===== config.mk =====
export PLATFORM = sky130hd
export DESIGN_NAME = syscall_unit
export DESIGN_NICKNAME = d
export VERILOG_FILES = /design/src/rtl/syscall_pkg.sv /design/src/rtl/syscall_fifo.sv /design/src/rtl/syscall_unit.sv
export SDC_FILE = /design/constraint.sdc
export NUM_CORES = 1
export LEC_CHECK = 0
export CAP_MARGIN = 25
export CORE_MARGIN = 4
export CORE_UTILIZATION = 52
export CTS_BUF_LIST = sky130_fd_sc_hd__clkbuf_8
export DETAILED_ROUTE_END_ITERATION = 8
export GPL_TIMING_DRIVEN = 1
export PLACE_DENSITY = 0.8
export SYNTH_ARGS = -nofsm -noshare
export SYNTH_HDL_FRONTEND = slang
export SYNTH_SLANG_ARGS = --single-unit

===== constraint.sdc =====
create_clock -name clk -period 3.33 [get_ports clk]
set_clock_uncertainty 0.15 [all_clocks]
set_input_delay 0.999 -clock clk [delete_from_list [all_inputs] [get_ports clk]]
set_output_delay 0.999 -clock clk [all_outputs]
set_load 0.1 [all_outputs]

===== src/rtl/syscall_pkg.sv =====
// syscall_pkg
// Shared constants and types for the syscall engine: the $v0 selector codes
// the unit understands, the encodings placed on out_kind, and the engine FSM
// state encoding.
package syscall_pkg;

    // $v0 selector values
    localparam int unsigned SYS_PRINT_INT  = 1;
    localparam int unsigned SYS_EXIT       = 10;
    localparam int unsigned SYS_PRINT_CHAR = 11;
    localparam int unsigned SYS_EXIT2      = 17;

    // Print request kind carried with each FIFO entry; 2 and 3 are reserved
    typedef enum logic [1:0] {
        KIND_INT  = 2'd0,
        KIND_CHAR = 2'd1
    } out_kind_e;

    // Engine state: RUN retires instructions, DRAIN empties the print FIFO
    // after an exit, HALT is terminal until reset
    typedef enum logic [1:0] {
        RUN   = 2'd0,
        DRAIN = 2'd1,
        HALT  = 2'd2
    } state_e;

endpackage


===== src/rtl/syscall_fifo.sv =====
// syscall_fifo
// Small synchronous FIFO holding queued print requests.
// Ports:
//   clk, rst_n  clock and asynchronous active-low reset (empties the FIFO)
//   push        write push_data at the tail (ignored when full)
//   push_data   entry to enqueue
//   pop         drop the head entry (ignored when empty)
//   full        DEPTH entries held
//   empty       no entries held
//   head        oldest entry; only meaningful while empty is low
module syscall_fifo #(
    parameter int WIDTH = 34,
    parameter int DEPTH = 4
) (
    input  logic             clk,
    input  logic             rst_n,
    input  logic             push,
    input  logic [WIDTH-1:0] push_data,
    input  logic             pop,
    output logic             full,
    output logic             empty,
    output logic [WIDTH-1:0] head
);

    localparam int PTR_W = $clog2(DEPTH);
    localparam int CNT_W = PTR_W + 1;

    logic [WIDTH-1:0] mem [DEPTH];
    logic [PTR_W-1:0] wr_ptr;
    logic [PTR_W-1:0] rd_ptr;
    logic [CNT_W-1:0] count;
    logic             do_push;
    logic             do_pop;

    assign do_push = push & ~full;
    assign do_pop  = pop & ~empty;
    assign full    = (count == CNT_W'(DEPTH));
    assign empty   = (count == '0);
    assign head    = mem[rd_ptr];

    // Storage needs no reset: an entry is only observed after being written
    always_ff @(posedge clk) begin
        if (do_push) begin
            mem[wr_ptr] <= push_data;
        end
    end

    // DEPTH is a power of two, so pointers wrap by natural overflow
    always_ff @(posedge clk or negedge rst_n) begin
        if (!rst_n) begin
            wr_ptr <= '0;
            rd_ptr <= '0;
            count  <= '0;
        end else begin
            if (do_push) begin
                wr_ptr <= wr_ptr + PTR_W'(1);
            end
            if (do_pop) begin
                rd_ptr <= rd_ptr + PTR_W'(1);
            end
            case ({do_push, do_pop})
                2'b10:   count <= count + CNT_W'(1);
                2'b01:   count <= count - CNT_W'(1);
                default: count <= count;
            endcase
        end
    end

endmodule


===== src/rtl/syscall_unit.sv =====
// syscall_unit
// Syscall engine sitting at MEM/WB. Retiring SYSCALLs are decoded by $v0:
// print requests are queued for a console over valid/ready, exits drain the
// queue and then freeze the unit. Also keeps saturating cycle/retire counters.
// Ports:
//   clk, rst_n     clock, asynchronous active-low reset
//   syscall_en     control marks the retiring instruction as a syscall
//   instr          retiring instruction word (funct field checked)
//   instr_valid    an instruction retires this cycle unless stalled
//   v0, a0         syscall selector and argument
//   stall          hold the retiring instruction (combinational)
//   out_valid      print FIFO head valid
//   out_ready      consumer accepts the head
//   out_kind       0 print int, 1 print char
//   out_data       head payload
//   halted         program exited and queue drained
//   exit_code      0 for exit, a0 for exit-with-code
//   bad_syscall    sticky flag for an unsupported selector
//   cycle_count    cycles spent before halting (saturating)
//   instr_count    instructions retired (saturating)
module syscall_unit
    import syscall_pkg::*;
#(
    parameter int          DATA_W        = 32,
    parameter int          FIFO_DEPTH    = 4,
    parameter int          CNT_W         = 48,
    parameter logic [5:0]  FUNCT_SYSCALL = 6'h0C
) (
    input  logic              clk,
    input  logic              rst_n,
    input  logic              syscall_en,
    input  logic [31:0]       instr,
    input  logic              instr_valid,
    input  logic [DATA_W-1:0] v0,
    input  logic [DATA_W-1:0] a0,
    output logic              stall,
    output logic              out_valid,
    input  logic              out_ready,
    output logic [1:0]        out_kind,
    output logic [DATA_W-1:0] out_data,
    output logic              halted,
    output logic [DATA_W-1:0] exit_code,
    output logic              bad_syscall,
    output logic [CNT_W-1:0]  cycle_count,
    output logic [CNT_W-1:0]  instr_count
);

    localparam int ENTRY_W = 2 + DATA_W;

    state_e             state;
    state_e             state_next;
    logic               in_run;
    logic               sc_hit;
    logic               is_print_int;
    logic               is_print_char;
    logic               is_exit;
    logic               is_exit2;
    logic               is_print;
    logic               is_exit_any;
    logic               retire;
    logic               push;
    logic               pop;
    logic               exit_retire;
    logic               bad_retire;
    logic               fifo_full;
    logic               fifo_empty;
    out_kind_e          push_kind;
    logic [DATA_W-1:0]  push_payload;
    logic [ENTRY_W-1:0] push_entry;
    logic [ENTRY_W-1:0] head_entry;
    logic               unused_instr_bits;

    // Only the funct field of the instruction word matters here
    assign unused_instr_bits = ^instr[31:6];

    assign sc_hit        = instr_valid & syscall_en & (instr[5:0] == FUNCT_SYSCALL);
    assign is_print_int  = (v0 == DATA_W'(SYS_PRINT_INT));
    assign is_print_char = (v0 == DATA_W'(SYS_PRINT_CHAR));
    assign is_exit       = (v0 == DATA_W'(SYS_EXIT));
    assign is_exit2      = (v0 == DATA_W'(SYS_EXIT2));
    assign is_print      = is_print_int | is_print_char;
    assign is_exit_any   = is_exit | is_exit2;

    // A full FIFO stalls even if the head is being popped this same cycle;
    // the print is taken on the following cycle once space exists.
    assign stall       = (~in_run & instr_valid) | (sc_hit & is_print & fifo_full);
    assign retire      = instr_valid & ~stall & in_run;
    assign push        = retire & sc_hit & is_print;
    assign exit_retire = retire & sc_hit & is_exit_any;
    assign bad_retire  = retire & sc_hit & ~is_print & ~is_exit_any;

    assign push_kind    = is_print_char ? KIND_CHAR : KIND_INT;
    assign push_payload = is_print_char ? {{(DATA_W-8){1'b0}}, a0[7:0]} : a0;
    assign push_entry   = {push_kind, push_payload};

    assign out_valid = ~fifo_empty;
    assign pop       = out_valid & out_ready;
    assign out_kind  = head_entry[ENTRY_W-1:DATA_W];
    assign out_data  = head_entry[DATA_W-1:0];

    syscall_fifo #(
        .WIDTH (ENTRY_W),
        .DEPTH (FIFO_DEPTH)
    ) u_fifo (
        .clk       (clk),
        .rst_n     (rst_n),
        .push      (push),
        .push_data (push_entry),
        .pop       (pop),
        .full      (fifo_full),
        .empty     (fifo_empty),
        .head      (head_entry)
    );

    // FSM state register
    always_ff @(posedge clk or negedge rst_n) begin
        if (!rst_n) begin
            state <= RUN;
        end else begin
            state <= state_next;
        end
    end

    // FSM next state: DRAIN leaves for HALT once the queue has emptied
    always_comb begin
        state_next = state;
        case (state)
            RUN:     if (exit_retire) state_next = DRAIN;
            DRAIN:   if (fifo_empty)  state_next = HALT;
            HALT:    state_next = HALT;
            default: state_next = RUN;
        endcase
    end

    // FSM outputs
    always_comb begin
        in_run = 1'b0;
        halted = 1'b0;
        case (state)
            RUN:     in_run = 1'b1;
            HALT:    halted = 1'b1;
            default: begin
                in_run = 1'b0;
                halted = 1'b0;
            end
        endcase
    end

    // Exit code is captured on the same edge that leaves RUN
    always_ff @(posedge clk or negedge rst_n) begin
        if (!rst_n) begin
            exit_code   <= '0;
            bad_syscall <= 1'b0;
        end else begin
            if (exit_retire) begin
                exit_code <= is_exit2 ? a0 : '0;
            end
            if (bad_retire) begin
                bad_syscall <= 1'b1;
            end
        end
    end

    // Statistics counters stop at all-ones rather than wrapping
    always_ff @(posedge clk or negedge rst_n) begin
        if (!rst_n) begin
            cycle_count <= '0;
            instr_count <= '0;
        end else begin
            if (!halted && (cycle_count != '1)) begin
                cycle_count <= cycle_count + CNT_W'(1);
            end
            if (retire && (instr_count != '1)) begin
                instr_count <= instr_count + CNT_W'(1);
            end
        end
    end

endmodule


After elaboration in Yosys (flattened, before gate mapping)
Memory sizes are Yosys's and may differ from the RTL's.
Cells that the tools add are included.

cells by class
  bitwise gates (word level) = 24
  $add $sub $neg = 6
  reductions and logical operators = 7
  mux-type cells = 11
  eq/ne operators = 14

operator list
  kind                   number
  $add 48x1->48 const B  2
  $ne 48x48->1 const B   2
  $eq 32x4->1 const B    2
  $mux 32                2
  $eq 32x1->1 const B    1
  $eq 32x5->1 const B    1
  $and 1x1->1            15
  $eq 6x4->1 const B     1
  $not 1->1              6
  $pmux 2 s3             1
  $pmux 3 s2             1
  $mux 1                 5
  $add 2x1->2 const B    2
  $eq 2x1->1 const B     2
  $eq 2x2->1 const B     2
  $mux 2                 2
  $add 3x1->3 const B    1
  $eq 3x3->1 const B     1
  $logic_not 3->1        1
  $or 1x1->1             3
  $sub 3x1->3 const B    1
  $logic_and 1x1->1      2
  $logic_not 2->1        1
  $ne 2x1->1 const B     1
  4 further kinds        4

storage, ports and cells
  logic and storage cells = 71
  flip-flop bits (word level) = 138
  input port bits = 101
  output and inout bits = 166
  bits in writable memories = 132
  memories = 1

memories
  memory      words  width  read ports  clocked after memory_dff  write ports  RTL line            source
  u_fifo.mem  4      33     1           0                         1            syscall_fifo.sv:28  logic [WIDTH-1:0] mem [DEPTH];

Depth between registers and ports, before layout
  depth after elaboration = 13
  mapped depth = 13

Cells and area by module
A second synthesis with hierarchy kept.

unflattened totals
  cell total of the unflattened synthesis = 785
  area total of the unflattened synthesis = 11577.4 um^2

by module, submodules not included
  module        sequential area each (um^2)  cells each  area each (um^2)  instances
  syscall_unit  3278.1                       570         6192.2            1
  syscall_fifo  4259.1                       215         5385.2            1

Worst setup path after synthesis
No wires, ideal clock.

  path type = input to output
  from = in instr_valid
  to = out stall
  required time = 2.181 ns
  stages = 2
  path buffers = 0
  arrival time = 3.132 ns
  slack = -0.951 ns
  cell sequence = inv_1 o21ai_0

between the ends
  longest elaborated chain between the ends = 5
  elaborated cells between the ends (all ways) = 6
  those cells by class = bitwise (6)

ends and longest elaborated chain
  item                       RTL line            source
  from (decl)                syscall_unit.sv:33  input logic instr_valid,
  $and 1x1->1 (2 in series)  syscall_unit.sv:76  assign sc_hit = instr_valid & syscall_en & (instr[5:0] == FUNCT_SYSCALL);
  $and 1x1->1 (2 in series)  syscall_unit.sv:86  assign stall = (~in_run & instr_valid) | (sc_hit & is_print & fifo_full);
  $or 1x1->1 *               syscall_unit.sv:86
  to (decl)                  syscall_unit.sv:36  output logic stall,

Every way passes the cells marked *; elsewhere a longest branch is shown, timed or not.

Worst setup path in the final report
  from = in v0[27]
  to = out stall

between the ends
  longest elaborated chain between the ends = 5
  elaborated cells between the ends (all ways) = 6
  those cells by class = eq/ne (2); bitwise (4)

ends and longest elaborated chain
  item                                        RTL line                                source
  from (decl)                                 syscall_unit.sv:34                      input logic [DATA_W-1:0] v0,
  $eq 32x1->1 or $eq 32x4->1 (tied branches)  syscall_unit.sv:77, syscall_unit.sv:78
  $or 1x1->1 *                                syscall_unit.sv:81                      assign is_print = is_print_int | is_print_char;
  $and 1x1->1 * (2 in series)                 syscall_unit.sv:86
  $or 1x1->1 *                                syscall_unit.sv:86

Marks and branches as above.

==> results.sh <==
export IMPL_outcome="complete, but fails checks"
export IMPL_violations="setup timing"
export IMPL_drive_gt1_share_pct=32.9
export IMPL_grt_first_pass_wirelength_um=44600
export IMPL_hold_viol=0
export IMPL_drv_cap=0
export IMPL_ys_ff_latch=270
export IMPL_cp_start_kind="input pin"
export IMPL_arrival_ns=2.21
export IMPL_clock_sinks=270
export IMPL_worst_path_max_fanout=2
export IMPL_worstSkewPairLatency_ns=0.54
export IMPL_antenna_left=0
export IMPL_setup_tns_ns=-0.0300
export IMPL_synth_edf_count=132
export IMPL_dieWidth_um=156
export IMPL_rows=53
export IMPL_grt_ovfl_total=0
export IMPL_finalCriticalPeriod_ns=3.36
export IMPL_r2r_cells=15
export IMPL_place_congestion=0.853
export IMPL_synthArstFlopShare_pct=51.1
export IMPL_core_um2=21300
export IMPL_grt_pass1_vias=8351
export IMPL_ys_flop_type="dfrtp_1"
export IMPL_port_buffers=239
export IMPL_worstPathRequired_ns=2.18
export IMPL_synth_area_top_cells="edfxtp_1 (35%), dfrtp_1 (30%), mux4_2 (6.5%)"
export IMPL_cpPeakStageDelay_ns=0.26
export IMPL_tightest_slew_ns=0.989
export IMPL_setup_violations=1
export IMPL_grt_total_usage_pct=22.9
export IMPL_die_h_um=156
export IMPL_hp_class="in -> async"
export IMPL_synthCells=792
export IMPL_wl_um=28200
export IMPL_io_pins=267
export IMPL_synth_common_cells="dfrtp_1 (138), edfxtp_1 (132), xnor2_1 (62)"
export IMPL_layout_setup_ws_ns=-0.0300
export IMPL_start_util_pct=53.7
export IMPL_netlist_area_um2=11400
export IMPL_drc=0
export IMPL_fin_nets=1230
export IMPL_drt_iter0_drc=457
export IMPL_synth_distinct_cells=50
export IMPL_slew_limit_headroom_pct=33.7
export IMPL_clk_path_buf_depth=3
export IMPL_yosys_area_top_type_share_pct=34.7
export IMPL_first_pass_iters=4
export IMPL_max_vdd_ir_drop_v=0.000376
export IMPL_finalMaxSlewViolations=0
export IMPL_synth_most_common_cell="dfrtp_1"
export IMPL_drt_wirelength_per_cell_um=19.7
export IMPL_syn_area_per_cell_um2=14.4
export IMPL_ys_seq_area_share_pct=64.9
export IMPL_cts_tree="done"
export IMPL_syn_num_nets=904
export IMPL_cpMaxStageDelayCell="and3_2"
export IMPL_areaGrowthSynthToFinish_pct=37.4
export IMPL_yosysTopAreaCell="edfxtp_1"
export IMPL_post_route_period_util_pct=101
export IMPL_power_density_nw_per_um2=691
export IMPL_cts_hold_fix_buffers=0
export IMPL_power_uw=10900
export IMPL_path_cells="dlygate4sd2_1 -> nor4_1 -> and3_2 -> nand4_1 -> o21ai_2 -> buf_12"
export IMPL_root_buffer="clkbuf_8"
export IMPL_cts_made_buffers=43
export IMPL_vias=7943
export IMPL_path_clk_slew_ns=0.05
export IMPL_p_leak_uw=0.00672
export IMPL_grt_antenna_before_repair=1
export IMPL_end_kind="output port"
export IMPL_rsz0062_at_grt="yes"
export IMPL_crit_type="in -> out"
export IMPL_dieArea_um2=24400
export IMPL_place_hpwl_um=19400
export IMPL_grt_max_degree=60
export IMPL_fin_util_pct=73.7
export IMPL_htreeDepth=2
export IMPL_max_freq_mhz=298
export IMPL_ys_warn_count=0
export IMPL_vias_per_cell=5.56
per-stage QoR:
step,worst slack (ns),instances,hold WS [ns],cell area (µm²)
final,-0.0300,1429,0.281,15700
after CTS,-0.0227,1422,0.277,15600
after floorplan,0.000765,792,0.298,11400
after global routing,-0.0715,1429,0.303,15700
after global placement,-0.358,1330,0.321,14600
after detailed placement,-0.357,1330,0.323,14600
worst paths after layout:
check                                start               to  slack (ns)
max                                 v0[27]            stall       -0.03
min                                  rst_n  instr_count[22]        0.28
max reg2reg                u_fifo.count[0]   instr_count[8]        0.46
min reg2reg                cycle_count[27]  cycle_count[27]        0.34
max in group asynchronous            rst_n  instr_count[34]        2.10
min in group clk           cycle_count[27]  cycle_count[27]        0.34
layout make-up:
class	count	area, µm²
Sequential cell	270	7420
Fill cell	1408	5590
Multi-Input combinational cell	483	3940
Timing Repair Buffer	305	2970
Clock buffer	52	716
Tap cell	275	344
Clock inverter	28	253
Inverter	15	56.3
Antenna cell	1	2.50
critical path, delay by kind of cell:
kind / cells / cell delay [ns]
buf+inv: 2 / 0.43
compound gates: 1 / 0.13
simple gates: 3 / 0.64
cells by family after synthesis:
family | share of synthesized area [%]
AND/OR/NAND/NOR | 14.4
XOR/XNOR | 7.74
AO/OA/AOI/OAI | 3.13
buffers and inverters | 1.62
flip-flops | 64.9
multiplexers | 6.89
adder cells (fa/ha/maj) | 1.27
other | 0.0328
layout by cell type, fill, tap and decap left out, types with 38 or more instances in the layout:
master,Yosys,routed
nor2_1,45,44
nand4_1,40,40
xnor2_1,62,62
nand3_1,43,41
dfrtp_1,138,137
edfxtp_1,132,132
clkbuf_8,0,52
xor2_1,39,38
buf_12,0,44
buf_4,1,187
nand2_1,41,41
what timing repair did:
action	in CTS	in global routing
setup endpoints to repair	24	23
pin swaps	13	10
gates cloned	0	1
gates resized for setup	70	20
hold endpoints to repair	0	0
setup buffers	12	5
report_power, final:
part,leakage (µW),total (µW),switching [µW],internal (µW)
sequential,0.00306,3680,100,3580
combinational,0.00314,4050,2610,1440
clock,0.000532,3120,1300,1820
routing by layer:
layer  global-route usage (%)  vias up  wire, µm
met5                        0        -         0
met4                     6.78        0       555
met3                     6.44       45      2340
met2                     36.8      282     13700
met1                     31.0     4006     11600
li1                         -     3610         -
flip-flops by register name, summed over array words and instances, names as in the netlist:
name / cells
bad_syscall: 1
cycle_count: 48
exit_code: 32
instr_count: 48
state: 2
u_fifo.count: 3
u_fifo.mem: 132
u_fifo.rd_ptr: 2
u_fifo.wr_ptr: 2
(Power assumes the default switching activity.)
